--- config.mk ---
export PLATFORM = sky130hd
export DESIGN_NAME = alu_rs_flat
export DESIGN_NICKNAME = d
export VERILOG_FILES = /design/src/rtl/alu_rs_if.sv /design/src/rtl/alu_rs.sv /design/src/flat_wrapper.sv
export SDC_FILE = /design/constraint.sdc
export NUM_CORES = 2
export LEC_CHECK = 0
export ABC_CLOCK_PERIOD_IN_PS = 31000
export BUFFER_PORTS_ARGS = -buffer_cell sky130_fd_sc_hd__buf_2
export CAP_MARGIN = 20
export CORE_ASPECT_RATIO = 1.4
export CORE_MARGIN = 2
export CORE_UTILIZATION = 55
export CTS_CLUSTER_DIAMETER = 40
export DETAILED_ROUTE_END_ITERATION = 7
export PLACE_DENSITY = 0.76
export SYNTH_ARGS = -nofsm -noshare
export SYNTH_HDL_FRONTEND = slang
export SYNTH_SLANG_ARGS = --single-unit
--- constraint.sdc ---
create_clock -name clk -period 31 [get_ports clk]
set_input_delay 1.55 -clock clk [delete_from_list [all_inputs] [get_ports clk]]
set_output_delay 1.55 -clock clk [all_outputs]
set_load 0.01 [all_outputs]
--- src/rtl/alu_rs_if.sv ---
// alu_rs_if: dispatch/CDB inputs and ALU issue outputs of the ALU station.
// master drives dispatch and CDB; slave is the station.
interface alu_rs_if #(
  parameter int DATA_W = 32,
  parameter int TAG_W  = 4,
  parameter int NAME_W = 5,
  parameter int OP_W   = 6,
  parameter int ADDR_W = 32
);
  logic              clear;
  logic              inEn;
  logic [OP_W-1:0]   inOp;
  logic [DATA_W-1:0] inOprO;
  logic [DATA_W-1:0] inOprT;
  logic [TAG_W-1:0]  inTagO;
  logic [TAG_W-1:0]  inTagT;
  logic [TAG_W-1:0]  inWrtTag;
  logic [NAME_W-1:0] inWrtName;
  logic [ADDR_W-1:0] inAddr;
  logic              aluCdbEn;
  logic [TAG_W-1:0]  aluCdbTag;
  logic [DATA_W-1:0] aluCdbData;
  logic              lsCdbEn;
  logic [TAG_W-1:0]  lsCdbTag;
  logic [DATA_W-1:0] lsCdbData;
  logic              rsFull;
  logic              ALUworkEn;
  logic [DATA_W-1:0] operandO;
  logic [DATA_W-1:0] operandT;
  logic [TAG_W-1:0]  wrtTag;
  logic [NAME_W-1:0] wrtName;
  logic [OP_W-1:0]   opCode;
  logic [ADDR_W-1:0] instAddr;

  modport master (
    output clear, inEn, inOp, inOprO, inOprT, inTagO, inTagT,
    output inWrtTag, inWrtName, inAddr,
    output aluCdbEn, aluCdbTag, aluCdbData,
    output lsCdbEn, lsCdbTag, lsCdbData,
    input  rsFull, ALUworkEn, operandO, operandT,
    input  wrtTag, wrtName, opCode, instAddr
  );

  modport slave (
    input  clear, inEn, inOp, inOprO, inOprT, inTagO, inTagT,
    input  inWrtTag, inWrtName, inAddr,
    input  aluCdbEn, aluCdbTag, aluCdbData,
    input  lsCdbEn, lsCdbTag, lsCdbData,
    output rsFull, ALUworkEn, operandO, operandT,
    output wrtTag, wrtName, opCode, instAddr
  );
endinterface

--- src/rtl/alu_rs.sv ---
// alu_rs: ALU reservation station, dual-CDB snoop, one registered issue/cycle.
// ALU_RS_AGE_EN selects oldest-ready issue instead of lowest ready index.
module alu_rs #(
  parameter int ENTRIES = 8,
  parameter int DATA_W  = 32,
  parameter int TAG_W   = 4,
  parameter int NAME_W  = 5,
  parameter int OP_W    = 6,
  parameter int ADDR_W  = 32,
  parameter logic [TAG_W-1:0] TAG_FREE = {TAG_W{1'b1}}
) (
  input logic     clk,
  input logic     rst,
  alu_rs_if.slave bus
);
  localparam int IDX_W = $clog2(ENTRIES);

  typedef struct packed {
    logic [OP_W-1:0]   op;
    logic [TAG_W-1:0]  tagO;
    logic [DATA_W-1:0] datO;
    logic [TAG_W-1:0]  tagT;
    logic [DATA_W-1:0] datT;
    logic [TAG_W-1:0]  wtag;
    logic [NAME_W-1:0] wname;
    logic [ADDR_W-1:0] addr;
  } slot_t;

  typedef logic [TAG_W+DATA_W-1:0] opnd_t;

  logic [ENTRIES-1:0] valid_q, valid_d, ready;
  slot_t              slot_q [ENTRIES];
  slot_t              slot_d [ENTRIES];
  logic               iss_en, free_en, accept;
  logic [IDX_W-1:0]   iss_idx, free_idx;

  logic              en_q;
  logic [DATA_W-1:0] oprO_q, oprT_q;
  logic [TAG_W-1:0]  wtag_q;
  logic [NAME_W-1:0] wname_q;
  logic [OP_W-1:0]   op_q;
  logic [ADDR_W-1:0] addr_q;

`ifdef ALU_RS_AGE_EN
  logic [IDX_W-1:0] age_q [ENTRIES];
  logic [IDX_W-1:0] age_d [ENTRIES];
  logic [IDX_W-1:0] best_age;
`endif

  // ALU CDB has priority when both buses carry the same tag.
  function automatic opnd_t snoop(input logic [TAG_W-1:0]  tag,
                                  input logic [DATA_W-1:0] dat);
    opnd_t r;
    r = {tag, dat};
    if (tag != TAG_FREE) begin
      if (bus.aluCdbEn && tag == bus.aluCdbTag)
        r = {TAG_FREE, bus.aluCdbData};
      else if (bus.lsCdbEn && tag == bus.lsCdbTag)
        r = {TAG_FREE, bus.lsCdbData};
    end
    return r;
  endfunction

  always_comb begin
    for (int i = 0; i < ENTRIES; i++)
      ready[i] = valid_q[i] &&
                 slot_q[i].tagO == TAG_FREE &&
                 slot_q[i].tagT == TAG_FREE;
  end

  always_comb begin
    iss_en  = 1'b0;
    iss_idx = '0;
`ifdef ALU_RS_AGE_EN
    best_age = '0;
    for (int i = 0; i < ENTRIES; i++)
      if (ready[i] && (!iss_en || age_q[i] > best_age)) begin
        iss_en   = 1'b1;
        iss_idx  = IDX_W'(i);
        best_age = age_q[i];
      end
`else
    for (int i = 0; i < ENTRIES; i++)
      if (ready[i] && !iss_en) begin
        iss_en  = 1'b1;
        iss_idx = IDX_W'(i);
      end
`endif
  end

  always_comb begin
    free_en  = 1'b0;
    free_idx = '0;
    for (int i = 0; i < ENTRIES; i++)
      if (!valid_q[i] && !free_en) begin
        free_en  = 1'b1;
        free_idx = IDX_W'(i);
      end
  end

  assign bus.rsFull = &valid_q;
  assign accept     = bus.inEn && free_en;

  always_comb begin
    valid_d = valid_q;
    slot_d  = slot_q;
`ifdef ALU_RS_AGE_EN
    age_d = age_q;
`endif
    for (int i = 0; i < ENTRIES; i++)
      if (valid_q[i]) begin
        {slot_d[i].tagO, slot_d[i].datO} =
          snoop(slot_q[i].tagO, slot_q[i].datO);
        {slot_d[i].tagT, slot_d[i].datT} =
          snoop(slot_q[i].tagT, slot_q[i].datT);
      end
    if (iss_en)
      valid_d[iss_idx] = 1'b0;
`ifdef ALU_RS_AGE_EN
    for (int i = 0; i < ENTRIES; i++)
      if (valid_q[i] && valid_d[i] && age_q[i] != '1)
        age_d[i] = age_q[i] + 1'b1;
`endif
    if (accept) begin
      valid_d[free_idx]       = 1'b1;
      slot_d[free_idx].op     = bus.inOp;
      slot_d[free_idx].wtag   = bus.inWrtTag;
      slot_d[free_idx].wname  = bus.inWrtName;
      slot_d[free_idx].addr   = bus.inAddr;
      {slot_d[free_idx].tagO, slot_d[free_idx].datO} =
        snoop(bus.inTagO, bus.inOprO);
      {slot_d[free_idx].tagT, slot_d[free_idx].datT} =
        snoop(bus.inTagT, bus.inOprT);
`ifdef ALU_RS_AGE_EN
      age_d[free_idx] = '0;
`endif
    end
    if (bus.clear)
      valid_d = '0;
  end

  always_ff @(posedge clk or posedge rst) begin
    if (rst) begin
      valid_q <= '0;
      for (int i = 0; i < ENTRIES; i++) begin
        slot_q[i] <= '0;
`ifdef ALU_RS_AGE_EN
        age_q[i] <= '0;
`endif
      end
    end else begin
      valid_q <= valid_d;
      slot_q  <= slot_d;
`ifdef ALU_RS_AGE_EN
      age_q <= age_d;
`endif
    end
  end

  always_ff @(posedge clk or posedge rst) begin
    if (rst) begin
      en_q    <= 1'b0;
      oprO_q  <= '0;
      oprT_q  <= '0;
      wtag_q  <= TAG_FREE;
      wname_q <= '0;
      op_q    <= '0;
      addr_q  <= '0;
    end else if (bus.clear) begin
      en_q    <= 1'b0;
      oprO_q  <= '0;
      oprT_q  <= '0;
      wtag_q  <= TAG_FREE;
      wname_q <= '0;
      op_q    <= '0;
      addr_q  <= '0;
    end else begin
      en_q <= iss_en;
      if (iss_en) begin
        oprO_q  <= slot_q[iss_idx].datO;
        oprT_q  <= slot_q[iss_idx].datT;
        wtag_q  <= slot_q[iss_idx].wtag;
        wname_q <= slot_q[iss_idx].wname;
        op_q    <= slot_q[iss_idx].op;
        addr_q  <= slot_q[iss_idx].addr;
      end
    end
  end

  assign bus.ALUworkEn = en_q;
  assign bus.operandO  = oprO_q;
  assign bus.operandT  = oprT_q;
  assign bus.wrtTag    = wtag_q;
  assign bus.wrtName   = wname_q;
  assign bus.opCode    = op_q;
  assign bus.instAddr  = addr_q;
endmodule
--- src/flat_wrapper.sv ---
// flat-port wrapper written by rule: the top's interface ports become plain ports
module alu_rs_flat 
#(
  parameter int ENTRIES = 8,
  parameter int DATA_W  = 32,
  parameter int TAG_W   = 4,
  parameter int NAME_W  = 5,
  parameter int OP_W    = 6,
  parameter int ADDR_W  = 32,
  parameter logic [TAG_W-1:0] TAG_FREE = {TAG_W{1'b1}}
)
  (clk, rst, bus_clear, bus_inEn, bus_inOp, bus_inOprO, bus_inOprT, bus_inTagO, bus_inTagT, bus_inWrtTag, bus_inWrtName, bus_inAddr, bus_aluCdbEn, bus_aluCdbTag, bus_aluCdbData, bus_lsCdbEn, bus_lsCdbTag, bus_lsCdbData, bus_rsFull, bus_ALUworkEn, bus_operandO, bus_operandT, bus_wrtTag, bus_wrtName, bus_opCode, bus_instAddr);
  alu_rs_if #(.DATA_W(DATA_W), .TAG_W(TAG_W), .NAME_W(NAME_W), .OP_W(OP_W), .ADDR_W(ADDR_W)) bus_i ();
  input logic clk;
  input logic rst;
  input wire logic [$bits(bus_i.clear)-1:0] bus_clear;
  input wire logic [$bits(bus_i.inEn)-1:0] bus_inEn;
  input wire logic [$bits(bus_i.inOp)-1:0] bus_inOp;
  input wire logic [$bits(bus_i.inOprO)-1:0] bus_inOprO;
  input wire logic [$bits(bus_i.inOprT)-1:0] bus_inOprT;
  input wire logic [$bits(bus_i.inTagO)-1:0] bus_inTagO;
  input wire logic [$bits(bus_i.inTagT)-1:0] bus_inTagT;
  input wire logic [$bits(bus_i.inWrtTag)-1:0] bus_inWrtTag;
  input wire logic [$bits(bus_i.inWrtName)-1:0] bus_inWrtName;
  input wire logic [$bits(bus_i.inAddr)-1:0] bus_inAddr;
  input wire logic [$bits(bus_i.aluCdbEn)-1:0] bus_aluCdbEn;
  input wire logic [$bits(bus_i.aluCdbTag)-1:0] bus_aluCdbTag;
  input wire logic [$bits(bus_i.aluCdbData)-1:0] bus_aluCdbData;
  input wire logic [$bits(bus_i.lsCdbEn)-1:0] bus_lsCdbEn;
  input wire logic [$bits(bus_i.lsCdbTag)-1:0] bus_lsCdbTag;
  input wire logic [$bits(bus_i.lsCdbData)-1:0] bus_lsCdbData;
  output wire logic [$bits(bus_i.rsFull)-1:0] bus_rsFull;
  output wire logic [$bits(bus_i.ALUworkEn)-1:0] bus_ALUworkEn;
  output wire logic [$bits(bus_i.operandO)-1:0] bus_operandO;
  output wire logic [$bits(bus_i.operandT)-1:0] bus_operandT;
  output wire logic [$bits(bus_i.wrtTag)-1:0] bus_wrtTag;
  output wire logic [$bits(bus_i.wrtName)-1:0] bus_wrtName;
  output wire logic [$bits(bus_i.opCode)-1:0] bus_opCode;
  output wire logic [$bits(bus_i.instAddr)-1:0] bus_instAddr;
  assign bus_i.clear = bus_clear;
  assign bus_i.inEn = bus_inEn;
  assign bus_i.inOp = bus_inOp;
  assign bus_i.inOprO = bus_inOprO;
  assign bus_i.inOprT = bus_inOprT;
  assign bus_i.inTagO = bus_inTagO;
  assign bus_i.inTagT = bus_inTagT;
  assign bus_i.inWrtTag = bus_inWrtTag;
  assign bus_i.inWrtName = bus_inWrtName;
  assign bus_i.inAddr = bus_inAddr;
  assign bus_i.aluCdbEn = bus_aluCdbEn;
  assign bus_i.aluCdbTag = bus_aluCdbTag;
  assign bus_i.aluCdbData = bus_aluCdbData;
  assign bus_i.lsCdbEn = bus_lsCdbEn;
  assign bus_i.lsCdbTag = bus_lsCdbTag;
  assign bus_i.lsCdbData = bus_lsCdbData;
  assign bus_rsFull = bus_i.rsFull;
  assign bus_ALUworkEn = bus_i.ALUworkEn;
  assign bus_operandO = bus_i.operandO;
  assign bus_operandT = bus_i.operandT;
  assign bus_wrtTag = bus_i.wrtTag;
  assign bus_wrtName = bus_i.wrtName;
  assign bus_opCode = bus_i.opCode;
  assign bus_instAddr = bus_i.instAddr;
  alu_rs #(.ENTRIES(ENTRIES), .DATA_W(DATA_W), .TAG_W(TAG_W), .NAME_W(NAME_W), .OP_W(OP_W), .ADDR_W(ADDR_W), .TAG_FREE(TAG_FREE)) u_core (.clk(clk), .rst(rst), .bus(bus_i));
endmodule
==> impl_results.rst <==
.. list-table::
   :header-rows: 1

   * - Metric
     - Value
   * - Result of the run
     - complete, no violations
   * - Cell area after layout
     - 0.0646 mm^2
   * - Wire length of the first global-routing pass
     - 344,000 um
   * - Initial antenna violation count
     - 36
   * - Arrival time worst endpoint
     - 5780 ps
   * - Mean cell area of the mapped netlist
     - 8.78 um^2
   * - Number of endpoints with negative hold slack in the final report
     - 0
   * - Clock period minus final worst setup slack
     - 5120 ps
   * - Clock root buffer
     - sky130_fd_sc_hd__clkbuf_16
   * - Initial Util
     - 55.3%
   * - Cell at the slowest stage of the critical path
     - sky130_fd_sc_hd__buf_4
   * - Number of levels the H-tree was split into
     - 4
   * - Synthesis warning total
     - 0
   * - I/O pins
     - 310
   * - Clock transition at the registers of the reported paths
     - 50 ps
   * - Placed insts
     - 7,646
   * - Total area of multi-input combinational cells
     - 0.0285 mm^2
   * - Critical path buffers and inverters
     - 2
   * - Via-to-Cell Ratio
     - 7.17
   * - Type of element capturing the critical path
     - flop
   * - Final setup slack of the worst path
     - 25,880 ps
   * - Prevailing post-synth register cell
     - sky130_fd_sc_hd__dfrtp_1
   * - Fraction of final layout cells with drive strength greater than 1
     - 11.4%
   * - IR drop worst, VDD
     - 0.0000507 V
   * - Power consumption
     - 4.09 mW
   * - Initial drt markers
     - 8,450
   * - Final total negative setup slack
     - 0 ps
   * - LEAKAGE
     - 28.2 nW
   * - Estimated wirelength of the detail-placed design
     - 125,000 um
   * - Setup CP Type
     - flop to flop
   * - Final number of setup-violating endpoints
     - 0
   * - Proportion of synthesized chip area in sequential cells
     - 46.1%
   * - Sinks on the clock net
     - 1,072
   * - Cell family with most CP delay
     - buffers and inverters
   * - Core occupancy in the finished layout
     - 61.4%
   * - HP Class
     - flop to flop
   * - Total routing usage reported by global routing
     - 41.7%
   * - Number of setup buffers added after CTS
     - 0
   * - Antenna-violating nets left
     - 0
   * - Number of filler cells placed in the layout
     - 8,857
   * - Final weighted congestion in routability-driven placement
     - 0.948
   * - Post-CTS Hold Buffers
     - 0
   * - Count of state elements after synthesis
     - 1,072
   * - Setup slack at placement
     - 26,000 ps
   * - Max-capacitance violation count
     - 0
   * - Logic depth of the worst setup path including buffers
     - 9
   * - Port Buffers
     - 309
   * - Post-route insts no fill
     - 7,918
   * - Num rows
     - 141
   * - Most frequent cell on the critical path
     - sky130_fd_sc_hd__buf_4
   * - Number of gates resized after cts
     - 0
   * - Chip height
     - 389 um
   * - Post-Place Cell Area
     - 0.0596 mm^2
   * - Total via count after detailed routing
     - 56.7k
   * - Max FO, Critical Path
     - 78
   * - Total clock buffers created by CTS
     - 139
   * - Asr flop ratio synth
     - 100%
   * - Post-Syn Area
     - 0.0582 mm^2
   * - Wirelength, routed
     - 230,000 um
   * - Worst-skew pair later-pin latency
     - 790 ps
   * - Worst path cell trace
     - and4_1 > and3_1 > nor4_4 > a22o_4 > buf_4 > buf_4 > mux2i_1 > a32oi_1 > a32o_1
   * - DRC
     - 0
   * - NumNets Final
     - 6,631
   * - Headroom to the max-slew limit
     - 13.3%
   * - Crit path launch type
     - flop
   * - Number of global-route vias before repair
     - 55.6k
   * - Clock Tree Buf Depth
     - 3
   * - Post-Syn Instances
     - 6,626
   * - Wire length per cell after detailed routing
     - 29.1 um
   * - CP peak stage delay
     - 940 ps
   * - Number of nets in the synthesized netlist
     - 6,823
   * - Maximum number of pins on one net before global-route repair
     - 183
   * - Number of pins exceeding their max-slew limit in the final report
     - 0
   * - Total global routing overflow
     - 0
   * - Setup repair after global routing missed its margin
     - false
   * - Number of distinct library cells after synthesis
     - 65
   * - Min-Delay Path Depth
     - 2
   * - Total core area
     - 0.105 mm^2
   * - PwrDens
     - 63.3 mW/mm^2
   * - Ratio of final minimum period to clock period
     - 16.5%
   * - Total area of sequential cells
     - 0.0268 mm^2
   * - Critical Path RT
     - 31,660 ps
   * - Minimum hold slack
     - 471 ps
   * - Peak Freq
     - 0.195 GHz
   * - Die W
     - 279 um
   * - Setup clock skew after layout
     - 30.8 ps
   * - 1st-pass router iterations
     - 8
   * - EDFF count, synth
     - 0
   * - Area overhead of the layout relative to synthesis
     - 11.0%
   * - Length in cells of the worst reg-to-reg path
     - 9
   * - Clock tree from TritonCTS
     - built
   * - Die Area
     - 0.108 mm^2
   * - Worst Tran Pin Value
     - 1300 ps
## power by group
group | switching [mW] | total (mW) | internal (mW)
combinational | 0.391 | 0.649 | 0.259
sequential | 0.133 | 1.74 | 1.60
clock | 0.671 | 1.70 | 1.03
total | 1.19 | 4.09 | 2.90
## layout by cell type, fill, tap and decap left out, types with 13 or more instances in the layout
cell type                    Yosys  layout
sky130_fd_sc_hd__clkinv_2        0      17
sky130_fd_sc_hd__a32oi_1        50      50
sky130_fd_sc_hd__nor3_1         35      34
sky130_fd_sc_hd__clkinvlp_4      0      16
sky130_fd_sc_hd__nand2_1      1987    1987
sky130_fd_sc_hd__a21oi_1       263     251
sky130_fd_sc_hd__a2bb2oi_1      69      69
sky130_fd_sc_hd__o22a_1        316     316
sky130_fd_sc_hd__nor2_4          1      13
sky130_fd_sc_hd__nand3_1        86      76
sky130_fd_sc_hd__diode_2         0      17
sky130_fd_sc_hd__o221ai_1      260     260
sky130_fd_sc_hd__nand2b_1       24      20
sky130_fd_sc_hd__clkbuf_16       0     145
sky130_fd_sc_hd__dfrtp_1      1068    1068
sky130_fd_sc_hd__clkbuf_1      482      16
sky130_fd_sc_hd__o21ai_0       461     460
sky130_fd_sc_hd__buf_4          45     104
sky130_fd_sc_hd__a31oi_1       106     106
sky130_fd_sc_hd__nor2_1         69      57
sky130_fd_sc_hd__bufinv_16       0      17
sky130_fd_sc_hd__a22oi_1        73      73
sky130_fd_sc_hd__a22o_1         31      30
sky130_fd_sc_hd__a32o_1        107     107
sky130_fd_sc_hd__xnor2_1        48      48
sky130_fd_sc_hd__xor2_1         96      96
sky130_fd_sc_hd__a221oi_1       33      33
sky130_fd_sc_hd__buf_2         102     309
sky130_fd_sc_hd__o22ai_1        70      70
sky130_fd_sc_hd__o211ai_1      179     179
sky130_fd_sc_hd__mux2i_1       318     318
sky130_fd_sc_hd__and4_1         16      15
## cell type report
cell class / instances / share of cell area (%)
Antenna cell: 17 / 0.0659
Clock buffer: 173 / 5.97
Clock inverter: 77 / 1.54
Inverter: 15 / 0.0930
Multi-Input combinational cell: 4781 / 44.1
Sequential cell: 1072 / 41.6
Tap cell: 1358 / 2.63
Timing Repair Buffer: 425 / 4.02
## cell families (layout without fill, tap and decap cells)
logic type,after synthesis,after routing,share of synthesized area [%]
flip-flops,1072,1072,46.1
AO/OA/AOI/OAI,2050,2050,25.1
buffers and inverters,773,690,5.61
AND/OR/NAND/NOR,2265,2265,15.4
other,0,17,0
XOR/XNOR,144,144,2.17
multiplexers,322,322,5.55
## worst register-to-register path: cells and delay by family, from the launching register on
family	cells	cell delay (ps)
AND/OR/NAND/NOR	3	1000
multiplexers	1	360
buffers and inverters	2	1850
AO/OA/AOI/OAI	3	1380
flip-flops	1	420
## final timing paths
| kind | from | to | slack (ps) |
|---|---|---|---|
| setup / recovery | u_core.slot_q[706] | u_core.bus.operandO[17] | 25880 |
| hold / removal | flop | flop | 470 |
| setup reg to reg | u_core.slot_q[706] | u_core.bus.operandO[17] | 25880 |
| hold reg to reg | flop | flop | 470 |
| max in group asynchronous | rst | async pin | 27080 |
| min in group asynchronous | rst | u_core.slot_q[339] | 890 |
## Yosys cell counts (3+ instances only)
master                         n  area (um^2)
sky130_fd_sc_hd__nand2_1    1987         7460
sky130_fd_sc_hd__dfrtp_1    1068        26700
sky130_fd_sc_hd__clkbuf_1    482         1810
sky130_fd_sc_hd__o21ai_0     461         2310
sky130_fd_sc_hd__mux2i_1     318         3180
sky130_fd_sc_hd__o22a_1      316         2770
sky130_fd_sc_hd__a21oi_1     263         1320
sky130_fd_sc_hd__o221ai_1    260         2280
sky130_fd_sc_hd__o211ai_1    179         1340
sky130_fd_sc_hd__a32o_1      107         1070
sky130_fd_sc_hd__a31oi_1     106          663
sky130_fd_sc_hd__buf_1       103          387
sky130_fd_sc_hd__buf_2       102          510
sky130_fd_sc_hd__xor2_1       96          841
sky130_fd_sc_hd__nand3_1      86          430
sky130_fd_sc_hd__a22oi_1      73          548
sky130_fd_sc_hd__o22ai_1      70          438
sky130_fd_sc_hd__a2bb2oi_1    69          604
sky130_fd_sc_hd__nor2_1       69          259
sky130_fd_sc_hd__a32oi_1      50          438
sky130_fd_sc_hd__xnor2_1      48          420
sky130_fd_sc_hd__buf_4        45          338
sky130_fd_sc_hd__nor3_1       35          175
sky130_fd_sc_hd__a221oi_1     33          289
sky130_fd_sc_hd__a22o_1       31          272
sky130_fd_sc_hd__nand2b_1     24          150
sky130_fd_sc_hd__clkbuf_2     21          105
sky130_fd_sc_hd__and4_1       16          140
sky130_fd_sc_hd__inv_1        13         48.8
sky130_fd_sc_hd__and3_1        9         56.3
sky130_fd_sc_hd__nor2b_1       9         56.3
sky130_fd_sc_hd__a21boi_0      5         37.5
sky130_fd_sc_hd__or3_1         5         31.3
sky130_fd_sc_hd__and2_1        4         25.0
sky130_fd_sc_hd__buf_6         4         45.0
sky130_fd_sc_hd__dfstp_2       4          105
sky130_fd_sc_hd__mux2_2        4         45.0
sky130_fd_sc_hd__nor4_2        4         50.1
sky130_fd_sc_hd__o21ai_1       4         20.0
sky130_fd_sc_hd__o31ai_1       4         30.0
sky130_fd_sc_hd__o32a_1        4         40.0
sky130_fd_sc_hd__and4_4        3         33.8
sky130_fd_sc_hd__nand4_1       3         18.8
sky130_fd_sc_hd__o21a_1        3         22.5
## routing by layer
| layer | global-route usage [%] | vias to the layer above | share of wire [%] |
|---|---|---|---|
| met3 | 13.6 | 1336 | 14 |
| met2 | 61.7 | 4652 | 43 |
| met1 | 51.0 | 27362 | 35 |
| met5 | 0 | - | 0.079 |
| li1 | - | 23360 | - |
| met4 | 30.4 | 32 | 8.1 |
No activity file was read; power rests on OpenSTA's default activity.
